===== src/rtl/alarma_pkg.sv =====
// Phase encoding shared by the alarm arming controller, its bus interface and the bench.
package alarma_pkg;

  localparam int FASE_W = 3;

  typedef enum logic [FASE_W-1:0] {
    DESARMADO = 3'b000,
    SALIDA    = 3'b001,
    ARMADO    = 3'b010,
    ENTRADA   = 3'b011,
    ALARMA    = 3'b100,
    BLOQUEO   = 3'b101
  } fase_e;

  // Phases in which the system counts as armed (BLOQUEO keeps whatever it inherited).
  function automatic logic fase_armada(input fase_e f);
    return f inside {SALIDA, ARMADO, ENTRADA, ALARMA};
  endfunction

  function automatic logic fase_vigilada(input fase_e f);
    return f inside {ARMADO, ENTRADA, ALARMA};
  endfunction

endpackage


===== src/rtl/control_alarma_if.sv =====
// Keypad/sensor inputs and FSM/display outputs of control_alarma grouped as one bus.
interface control_alarma_if
  import alarma_pkg::*;
#(
  parameter int CW = 6
);
  logic              tick_1hz;
  logic              btn_armar;
  logic              codigo_ok;
  logic              codigo_err;
  logic              mov;
  logic              pres;
  logic              led_pelig;
  logic              en_maq;
  logic              armado;
  logic              sirena;
  logic [CW-1:0]     cuenta;
  logic [FASE_W-1:0] fase;

  modport master (
    output tick_1hz, btn_armar, codigo_ok, codigo_err, mov, pres, led_pelig,
    input  en_maq, armado, sirena, cuenta, fase
  );

  modport slave (
    input  tick_1hz, btn_armar, codigo_ok, codigo_err, mov, pres, led_pelig,
    output en_maq, armado, sirena, cuenta, fase
  );
endinterface


===== src/rtl/control_alarma_contador_seg.sv =====
// Loadable seconds down-counter; fin flags the tick that consumes the last second.
module contador_seg #(
  parameter int CW = 6
) (
  input  logic          clk,
  input  logic          rst_n,
  input  logic          load,
  input  logic [CW-1:0] val,
  input  logic          tick,
  output logic [CW-1:0] cnt,
  output logic          fin
);
  logic [CW-1:0] cnt_reg;

  // A load always wins over a tick so a phase change sees its fresh duration.
  always_ff @(posedge clk or negedge rst_n) begin
    if (!rst_n) begin
      cnt_reg <= '0;
    end else if (load) begin
      cnt_reg <= val;
    end else if (tick && cnt_reg != '0) begin
      cnt_reg <= cnt_reg - CW'(1);
    end
  end

  assign cnt = cnt_reg;
  assign fin = tick & (cnt_reg == CW'(1));
endmodule


===== src/rtl/control_alarma.sv =====
// Arming/sequencing controller for the alarm FSM: exit/entry delays, siren timeout, keypad.
// Optional wrong-code lockout phase is compiled in with `define BLOQUEO_EN.
module control_alarma
  import alarma_pkg::*;
#(
  parameter int CW        = 6,
  parameter int T_SALIDA  = 30,
  parameter int T_ENTRADA = 15,
  parameter int T_SIRENA  = 60,
  parameter int MAX_INT   = 3,
  parameter int T_BLOQ    = 30
) (
  input logic             clk,
  input logic             rst_n,
  control_alarma_if.slave bus
);
  fase_e         fase_reg, fase_next;
  logic          en_reg, en_next;
  logic          armado_reg, armado_next;
  logic          sirena_reg, sirena_next;
  logic          cnt_load;
  logic [CW-1:0] cnt_val;
  logic [CW-1:0] cnt;
  logic          fin;
  logic          lock_hit;

  contador_seg #(.CW(CW)) u_contador (
    .clk   (clk),
    .rst_n (rst_n),
    .load  (cnt_load),
    .val   (cnt_val),
    .tick  (bus.tick_1hz),
    .cnt   (cnt),
    .fin   (fin)
  );

`ifdef BLOQUEO_EN
  logic [1:0] err_cnt_reg, err_cnt_next;

  assign lock_hit = (fase_reg inside {DESARMADO, SALIDA, ARMADO, ENTRADA, ALARMA}) &&
                    !bus.codigo_ok && bus.codigo_err &&
                    (int'(err_cnt_reg) == MAX_INT - 1);

  always_comb begin
    err_cnt_next = err_cnt_reg;
    if (fase_reg == BLOQUEO) begin
      if (fase_next != BLOQUEO) err_cnt_next = '0;
    end else if (bus.codigo_ok) begin
      err_cnt_next = '0;
    end else if (bus.codigo_err) begin
      err_cnt_next = err_cnt_reg + 2'd1;
    end
  end

  always_ff @(posedge clk or negedge rst_n) begin
    if (!rst_n) err_cnt_reg <= '0;
    else        err_cnt_reg <= err_cnt_next;
  end
`else
  localparam int unused_lock_params = MAX_INT + T_BLOQ;
  logic unused_err;
  assign lock_hit   = 1'b0;
  assign unused_err = bus.codigo_err;
`endif

  // codigo_ok is tested first in every armed phase: disarm beats timeouts and sensors.
  always_comb begin
    fase_next = fase_reg;
    cnt_load  = 1'b0;
    cnt_val   = '0;
    case (fase_reg)
      DESARMADO: if (bus.btn_armar) begin
        fase_next = SALIDA;
        cnt_load  = 1'b1;
        cnt_val   = CW'(T_SALIDA);
      end
      SALIDA: if (bus.codigo_ok || fin) begin
        fase_next = bus.codigo_ok ? DESARMADO : ARMADO;
        cnt_load  = 1'b1;
      end
      ARMADO: begin
        if (bus.codigo_ok) begin
          fase_next = DESARMADO;
          cnt_load  = 1'b1;
        end else if (bus.led_pelig) begin
          fase_next = ALARMA;
          cnt_load  = 1'b1;
          cnt_val   = CW'(T_SIRENA);
        end else if (bus.mov || bus.pres) begin
          fase_next = ENTRADA;
          cnt_load  = 1'b1;
          cnt_val   = CW'(T_ENTRADA);
        end
      end
      ENTRADA: begin
        if (bus.codigo_ok) begin
          fase_next = DESARMADO;
          cnt_load  = 1'b1;
        end else if (bus.led_pelig || fin) begin
          fase_next = ALARMA;
          cnt_load  = 1'b1;
          cnt_val   = CW'(T_SIRENA);
        end
      end
      ALARMA: if (bus.codigo_ok || fin) begin
        fase_next = bus.codigo_ok ? DESARMADO : ARMADO;
        cnt_load  = 1'b1;
      end
`ifdef BLOQUEO_EN
      BLOQUEO: if (fin) begin
        fase_next = armado_reg ? ALARMA : DESARMADO;
        cnt_load  = 1'b1;
        cnt_val   = armado_reg ? CW'(T_SIRENA) : '0;
      end
`endif
      default: begin
        fase_next = DESARMADO;
        cnt_load  = 1'b1;
      end
    endcase
    if (lock_hit) begin
      fase_next = BLOQUEO;
      cnt_load  = 1'b1;
      cnt_val   = CW'(T_BLOQ);
    end
  end

  // Lockout freezes the indicators of the phase it interrupted and only forces the siren.
  always_comb begin
    en_next     = fase_vigilada(fase_next);
    armado_next = fase_armada(fase_next);
    sirena_next = (fase_next == ALARMA);
    if (fase_next == BLOQUEO) begin
      en_next     = en_reg;
      armado_next = armado_reg;
      sirena_next = 1'b1;
    end
  end

  always_ff @(posedge clk or negedge rst_n) begin
    if (!rst_n) begin
      fase_reg   <= DESARMADO;
      en_reg     <= 1'b0;
      armado_reg <= 1'b0;
      sirena_reg <= 1'b0;
    end else begin
      fase_reg   <= fase_next;
      en_reg     <= en_next;
      armado_reg <= armado_next;
      sirena_reg <= sirena_next;
    end
  end

  assign bus.fase   = fase_reg;
  assign bus.cuenta = cnt;
  assign bus.en_maq = en_reg;
  assign bus.armado = armado_reg;
  assign bus.sirena = sirena_reg;
endmodule


===== src/flat_wrapper.sv =====
// flat-port wrapper written by rule: the top's interface ports become plain ports
module control_alarma_flat import alarma_pkg::*;
#(
  parameter int CW        = 6,
  parameter int T_SALIDA  = 30,
  parameter int T_ENTRADA = 15,
  parameter int T_SIRENA  = 60,
  parameter int MAX_INT   = 3,
  parameter int T_BLOQ    = 30
)
  (clk, rst_n, bus_tick_1hz, bus_btn_armar, bus_codigo_ok, bus_codigo_err, bus_mov, bus_pres, bus_led_pelig, bus_en_maq, bus_armado, bus_sirena, bus_cuenta, bus_fase);
  control_alarma_if #(.CW(CW)) bus_i ();
  input logic clk;
  input logic rst_n;
  input wire logic [$bits(bus_i.tick_1hz)-1:0] bus_tick_1hz;
  input wire logic [$bits(bus_i.btn_armar)-1:0] bus_btn_armar;
  input wire logic [$bits(bus_i.codigo_ok)-1:0] bus_codigo_ok;
  input wire logic [$bits(bus_i.codigo_err)-1:0] bus_codigo_err;
  input wire logic [$bits(bus_i.mov)-1:0] bus_mov;
  input wire logic [$bits(bus_i.pres)-1:0] bus_pres;
  input wire logic [$bits(bus_i.led_pelig)-1:0] bus_led_pelig;
  output wire logic [$bits(bus_i.en_maq)-1:0] bus_en_maq;
  output wire logic [$bits(bus_i.armado)-1:0] bus_armado;
  output wire logic [$bits(bus_i.sirena)-1:0] bus_sirena;
  output wire logic [$bits(bus_i.cuenta)-1:0] bus_cuenta;
  output wire logic [$bits(bus_i.fase)-1:0] bus_fase;
  assign bus_i.tick_1hz = bus_tick_1hz;
  assign bus_i.btn_armar = bus_btn_armar;
  assign bus_i.codigo_ok = bus_codigo_ok;
  assign bus_i.codigo_err = bus_codigo_err;
  assign bus_i.mov = bus_mov;
  assign bus_i.pres = bus_pres;
  assign bus_i.led_pelig = bus_led_pelig;
  assign bus_en_maq = bus_i.en_maq;
  assign bus_armado = bus_i.armado;
  assign bus_sirena = bus_i.sirena;
  assign bus_cuenta = bus_i.cuenta;
  assign bus_fase = bus_i.fase;
  control_alarma #(.CW(CW), .T_SALIDA(T_SALIDA), .T_ENTRADA(T_ENTRADA), .T_SIRENA(T_SIRENA), .MAX_INT(MAX_INT), .T_BLOQ(T_BLOQ)) u_core (.clk(clk), .rst_n(rst_n), .bus(bus_i));
endmodule

===== config.mk =====
export PLATFORM = sky130hd
export DESIGN_NAME = control_alarma_flat
export DESIGN_NICKNAME = d
export VERILOG_FILES = /design/src/rtl/alarma_pkg.sv /design/src/rtl/control_alarma_if.sv /design/src/rtl/control_alarma_contador_seg.sv /design/src/rtl/control_alarma.sv /design/src/flat_wrapper.sv
export SDC_FILE = /design/constraint.sdc
export NUM_CORES = 1
export LEC_CHECK = 0
export BUFFER_PORTS_ARGS = -buffer_cell sky130_fd_sc_hd__buf_4
export CORE_MARGIN = 10
export CORE_UTILIZATION = 54
export DETAILED_ROUTE_END_ITERATION = 8
export GPL_TIMING_DRIVEN = 0
export PLACE_DENSITY = 0.92
export SETUP_SLACK_MARGIN = 0.2
export SYNTH_ARGS = -nofsm -noshare
export SYNTH_HDL_FRONTEND = slang
export SYNTH_SLANG_ARGS = --single-unit

===== constraint.sdc =====
create_clock -name clk -period 2.8 [get_ports clk]
set_input_delay 0.14 -clock clk [delete_from_list [all_inputs] [get_ports clk]]
set_output_delay 0.14 -clock clk [all_outputs]
set_load 0.005 [all_outputs]

# [Word level (Yosys, flattened, before mapping)]
# Index checks and enable logic that the tools add are counted.
[op_classes] add_sub_neg=1 n_eq_ne=10 muxes=27 bitwise_logic=1 reduce_logical=10
[ops] cell="$mux 6" n=6
[ops] cell="$mux 3" n=7
[ops] cell="$pmux 6 s3" n=1
[ops] cell="$eq 3x2->1 const B" n=4
[ops] cell="$pmux 3 s4" n=1
[ops] cell="$eq 3x3->1 const B" n=3
[ops] cell="$mux 1" n=8
[ops] cell="$eq 3x1->1 const B" n=2
[ops] cell="$eq 6x1->1 const B" n=1
[ops] cell="$reduce_bool 6->1" n=1
[ops] cell="$sub 6x1->6 const B" n=1
[ops] cell="$mux 5" n=1
[ops] cell="$mux 4" n=1
[ops] cell="$pmux 1 s4" n=1
[ops] cell="$reduce_bool 4->1" n=1
[ops] cell="$logic_not 3->1" n=1
[ops] cell="$logic_or 1x1->1" n=3
[ops] cell="$reduce_bool 3->1" n=1
[ops] cell="$mux 2" n=1
[ops] cell="$reduce_bool 2->1" n=1
[ops] cell="$reduce_or 2->1" n=1
[ops] cell="$and 1x1->1" n=1
[ops] cell="$logic_and 1x1->1" n=1
[word_totals] register_bits=12 in_bits=9 out_inout_bits=12 wordCells=54

# [Longest topological paths before layout]
[logic_depth] depth_word=8 depth_mapped=7 mapped_depth_nobuf=7

# [Modules after synthesis]
# From an unflattened synthesis, not the netlist that was laid out.
[hier_totals] hier_cells=95 area_unflattened_um2=853.3
[modules_own_cells] module="control_alarma" instances=1 cells_per_inst=48 area_each_um2=427.9
[modules_own_cells] module="contador_seg" instances=1 cells_per_inst=47 area_each_um2=425.4

# [Worst setup path after synthesis]
# No wires, ideal clock.
[synth_path] kind="reg-to-reg" startpoint="reg u_core.u_contador.cnt_reg[5], in the netlist u_core.u_contador.cnt[5]" endpoint="reg u_core.armado_reg, in the netlist u_core.bus.armado" setup_ns=0.131 arrival_time_ns=1.651 required_time_ns=2.669 slack_ns=1.018 path_stages_with_launch=7 period_less_slack_ns=1.782 path_cell_list="dfrtp_1 nor4_4 and3_1 a21o_1 nor3b_1 o21bai_2 or3b_1"
[synth_between] elab_chain_len=8
[synth_lines] item="start, declared" line="control_alarma_contador_seg.sv:13" text="logic [CW-1:0] cnt_reg;"
[synth_lines] item="start signal, assigned" line="control_alarma_contador_seg.sv:20" text="cnt_reg <= val;"
[synth_lines] item="start signal, assigned" line="control_alarma_contador_seg.sv:22" text="cnt_reg <= cnt_reg - CW'(1);"
[synth_lines] item="$eq 6x1->1 (*)" line="control_alarma_contador_seg.sv:27" text="assign fin = tick & (cnt_reg == CW'(1));"
[synth_lines] item="$and 1x1->1 (*)" line="control_alarma_contador_seg.sv:27"
[synth_lines] item="$logic_or 1x1->1" line="control_alarma.sv:99" text="end else if (bus.led_pelig || fin) begin"
[synth_lines] item="$mux 3" line="control_alarma.sv:99"
[synth_lines] item="$mux 3" line="control_alarma.sv:96" text="if (bus.codigo_ok) begin"
[synth_lines] item="$pmux 3 s4 (*)" line="control_alarma.sv:71" text="case (fase_reg)"
[synth_lines] item="$eq 3x1->1, or another cell as far along" line="alarma_pkg.sv:17" text="return f inside {SALIDA, ARMADO, ENTRADA, ALARMA};"
[synth_lines] item="$reduce_bool 4->1" line="alarma_pkg.sv:17"
[synth_lines] item="end signal, assigned" line="control_alarma.sv:149" text="armado_reg <= armado_next;"
[synth_lines] item="end, declared" line="control_alarma.sv:19" text="logic armado_reg, armado_next;"
# Every way passes the cells marked *; elsewhere a longest branch is shown, timed or not.
# A chain may end at the register's enable or synchronous reset.

# [Final worst setup path]
[layout_path] startpoint="reg u_core.u_contador.cnt_reg[1], in the netlist u_core.u_contador.cnt[1]" endpoint="reg u_core.u_contador.cnt_reg[3], in the netlist u_core.u_contador.cnt[3]"
[layout_between] elab_chain_len=7
[layout_lines] item="$eq 6x1->1" line="control_alarma_contador_seg.sv:27"
[layout_lines] item="$and 1x1->1" line="control_alarma_contador_seg.sv:27"
[layout_lines] item="$logic_or 1x1->1" line="control_alarma.sv:99"
[layout_lines] item="$mux 1 or $mux 6 (tied branches)" line="control_alarma.sv:99"
[layout_lines] item="$mux 1 or $mux 6 (tied branches)" line="control_alarma.sv:96"
[layout_lines] item="$pmux 1 s4 or $pmux 6 s3 (tied branches)" line="control_alarma.sv:71"
[layout_lines] item="$mux 6 or $reduce_bool 2->1 (tied branches)"
# Several ways; a longest one is shown, not always the timed one. The select of a mux whose other input is x is not followed.

==> metrics list <==
- Result of the run: finished, final reports clean
- The share of the synthesized area in compound gates (AO/OA/AOI/OAI) is 0.252.
- Of the total synthesized cell area, the portion taken by AND, OR, NAND and NOR gates is 0.254.
- Number of inserted diodes: 0
- Portion of netlist area occupied by mux cells: 0
- For this block, the initial DRC count from the detailed router was 36.
- Buffers inserted to repair hold after CTS numbered 1.
* Post-CTS clock slew at the launch and capture registers of the worst setup and hold paths: 80 ps
- The register with the most flip-flops in the layout has 6 of them.
* Time the worst path needs with I/O delays and setup: 2090 ps
- The clock passes through at most 2 buffers.
- Cell Area, Placed: a little over 900 sq um
* Count of final setup violators: 0
- Of the synthesized area, sequential elements account for 0.390.
- Leakage power of the design: 0.453 nW
* Fraction of the mapped netlist area in adder cells: 0.0488
- Detailed placement finished with a half-perimeter wire length of about 1500 um.
- Largest fanout on the critical path: 8
* # resized after CTS: 0
- In the synthesized netlist the async set-or-reset flop fraction comes to 1.00.
* Maximum number of pins on one net before global-route repair: 13
* Number of distinct library cell variants in the gate-level netlist after synthesis: 35
- The congestion estimate from routability-driven global placement came to 0.905.
- Top-Level Pins: 21
- Part of the power in combinational logic: 0.442
* Placed insts: around 120
- After detailed routing, the average wire length per cell comes to 16.4 um.
- For this run, the number of Yosys warnings is 0.
- Number of storage elements in the synthesis netlist: 12
* CP Capture Type: flop
* Cell type with the largest total area after synthesis: dfrtp_1
- Parity-gate share of the synthesized area counting xor and xnor cells: 0.0228
- The analysis attributes to net switching a power of 0.000308 W.
* Number of design rule violations left after detail routing: 0
- Dominant combinational cell family by area after synthesis: simple AND/OR/NAND/NOR gates
- In the finished design, the share of the clock period the worst path needs comes to 0.745.
- The number of global-route vias before repair came to 745.
* Clk sinks: 12
- TritonCTS clock tree: yes
- Nets: around 120
- Clock Skew: 0.610 ps
- Power density relative to cell area: 801 nW/um^2
* CTS root buf: clkbuf_4
- The area growth from synthesis to layout is 26.0%.
- Max-slew violation count: 0
- The worst hold path belongs to the class in2reg.
- Post-CTS setup buffers: 0
* Slack of the worst reg-to-reg path: ~700 ps
- Die extent in x: 57.8 um
* Post-synthesis cell count: 85
- The worst setup path is of the reg2reg kind.
- Via count: 782
- Proportion of power drawn by flip-flops and latches: 0.378
- Data arrives at the worst endpoint at between 2000 and 2500 ps.
* Final instance area: around 970 sq um
* Flip-flop cell with the highest count after synthesis: dfrtp_1
- The initial antenna violation count came to 0.
- Wirelength, routed: 2020 um
- Clock network power share: 0.181
- For this run, the top clock speed supported by timing is 0.480 GHz.
* Core Rows: 13
- Switching part of the total: 0.397
- The initial utilization of the core area, before any placement, comes to 0.584.
* Core area: 1320 sq um
* Die extent in y: 57.8 um
* Htree depth: 1
- The hold violation count in the final report was 0.
- The worst-case IR drop observed on VDD is 0.525 mV.
- GRT Overall Usage: 0.122
- After the flow finishes, the layout carries non-filler instances totaling roughly 120.
* Layout cells sized above 1: 0.278
- The first global-routing pass estimated 3310 um of wire.
* Largest cells by area after synthesis: dfrtp_1 39%, a211oi_1 4.9%, ha_1 4.9%, nor3_1 3.9%, nor2_1 3.9%
- The die covers 3340 sq um.
- Max-cap violations in this run came to 0.
- Final-layout setup total negative slack: 0 ps
- Before antenna repair, the detailed router went through 4 iterations.
- Synth Area per Inst: 9.05 sq um
* Cell area after synthesis: 769 sq um
- Skew-Pair Late Insertion Delay: around 280 ps
- Measured on the finished design, the core utilization comes to 0.736.
- Unrepaired setup endpoints after global routing: no
- Total congestion overflow: 0
* Tightest Pin Transition: 618 ps
- Total clock buffers created by CTS: 3
- STA classifies the critical path startpoint as a flop.
- Worst-case headroom to the max-slew limit: 0.587
- Mean number of vias per cell: about 6.4
- Post-synth EDFFs: 0
- For the worst setup path, the data required time is 2990 ps.
* Fraction of synthesized cell area taken by the top area cell type: 0.390
- Synthesized Nets: 97
* Number of buffer cells added on primary ports: 18
- Remaining antenna violation count after routing: 0
* Pint: 0.000468 W
cell families after synthesis:
logic type	Yosys count
adders and majority gates	3
buffers and inverters	6
xor gates and xnor gates	2
DFF	12
and+or+nand+nor	35
AOI/OAI and AO/OA	27
cells in the final DEF (no fill, tap or decap), types with 4 or more instances in the layout:
cell type	n
a211oi_1	5
a21oi_1	5
buf_4	18
dfrtp_1	12
nand2_1	6
nand3_1	4
nor2_1	8
nor3_1	6
per-stage QoR:
step	hold WS [ps]	total power, W	setup WS [ps]
after CTS	54.2	0.000781	761
after global routing	67.6	0.000837	598
after floorplan	-156	0.000497	1020
final	59.8	0.000777	715
after detailed placement	-10.9	0.000637	784
after global placement	-17.3	0.000615	886
worst max-delay path: stages (launching register included):
cell	delay (ps)
dfrtp_1	430
inv_1	110
ha_1	230
a311oi_1	350
a21oi_1	180
a21boi_2	380
a21oi_1	130
a211oi_1	180
synthesized netlist by cell type, types with 2 or more instances:
master    number
a21o_1         3
nor2b_1        2
a211oi_1       5
a21oi_1        5
a311oi_1       2
nor2_1         8
o21ai_0        3
dfrtp_1       12
ha_1           3
xnor2_1        2
nand2_1        6
nand3_1        4
nor3_1         6
inv_1          3
final timing paths:
check                                         start                  endpoint  depth (start not counted)
max in group asynchronous                     rst_n         u_core.bus.sirena                          2
hold / removal                        bus_codigo_ok         u_core.bus.sirena                          2
setup / recovery           u_core.u_contador.cnt[1]  u_core.u_contador.cnt[3]                          7
setup reg to reg           u_core.u_contador.cnt[1]  u_core.u_contador.cnt[3]                          7
min in group asynchronous                     rst_n  u_core.u_contador.cnt[0]                          2
hold reg to reg            u_core.u_contador.cnt[5]  u_core.u_contador.cnt[5]                          2
layer usage:
metal	global-route usage	wire length, um
met2	0.189	979
met5	0	0
met4	0.0738	45
met3	0.0436	160
met1	0.140	830
power groups by stage:
| stage | Clock, W | Combinational (W) | Sequential, W |
|---|---|---|---|
| after floorplan | 0 | 0.000210 | 0.000287 |
| after global placement | 0 | 0.000325 | 0.000290 |
| after detailed placement | 0 | 0.000342 | 0.000295 |
| after CTS | 0.000143 | 0.000346 | 0.000292 |
| after global routing | 0.000151 | 0.000384 | 0.000302 |
| final | 0.000140 | 0.000343 | 0.000293 |
layout make-up:
type / count / area [sq um]
Buffer: 3 / 13.8
Inverter: 3 / 11.3
Tap cell: 15 / 18.8
Multi-Input combinational cell: 67 / 444
Sequential cell: 12 / 300
Clock buffer: 4 / 36.3
Fill cell: 98 / 348
Timing Repair Buffer: 19 / 145
Note: power is estimated with default switching activity, not from simulation.
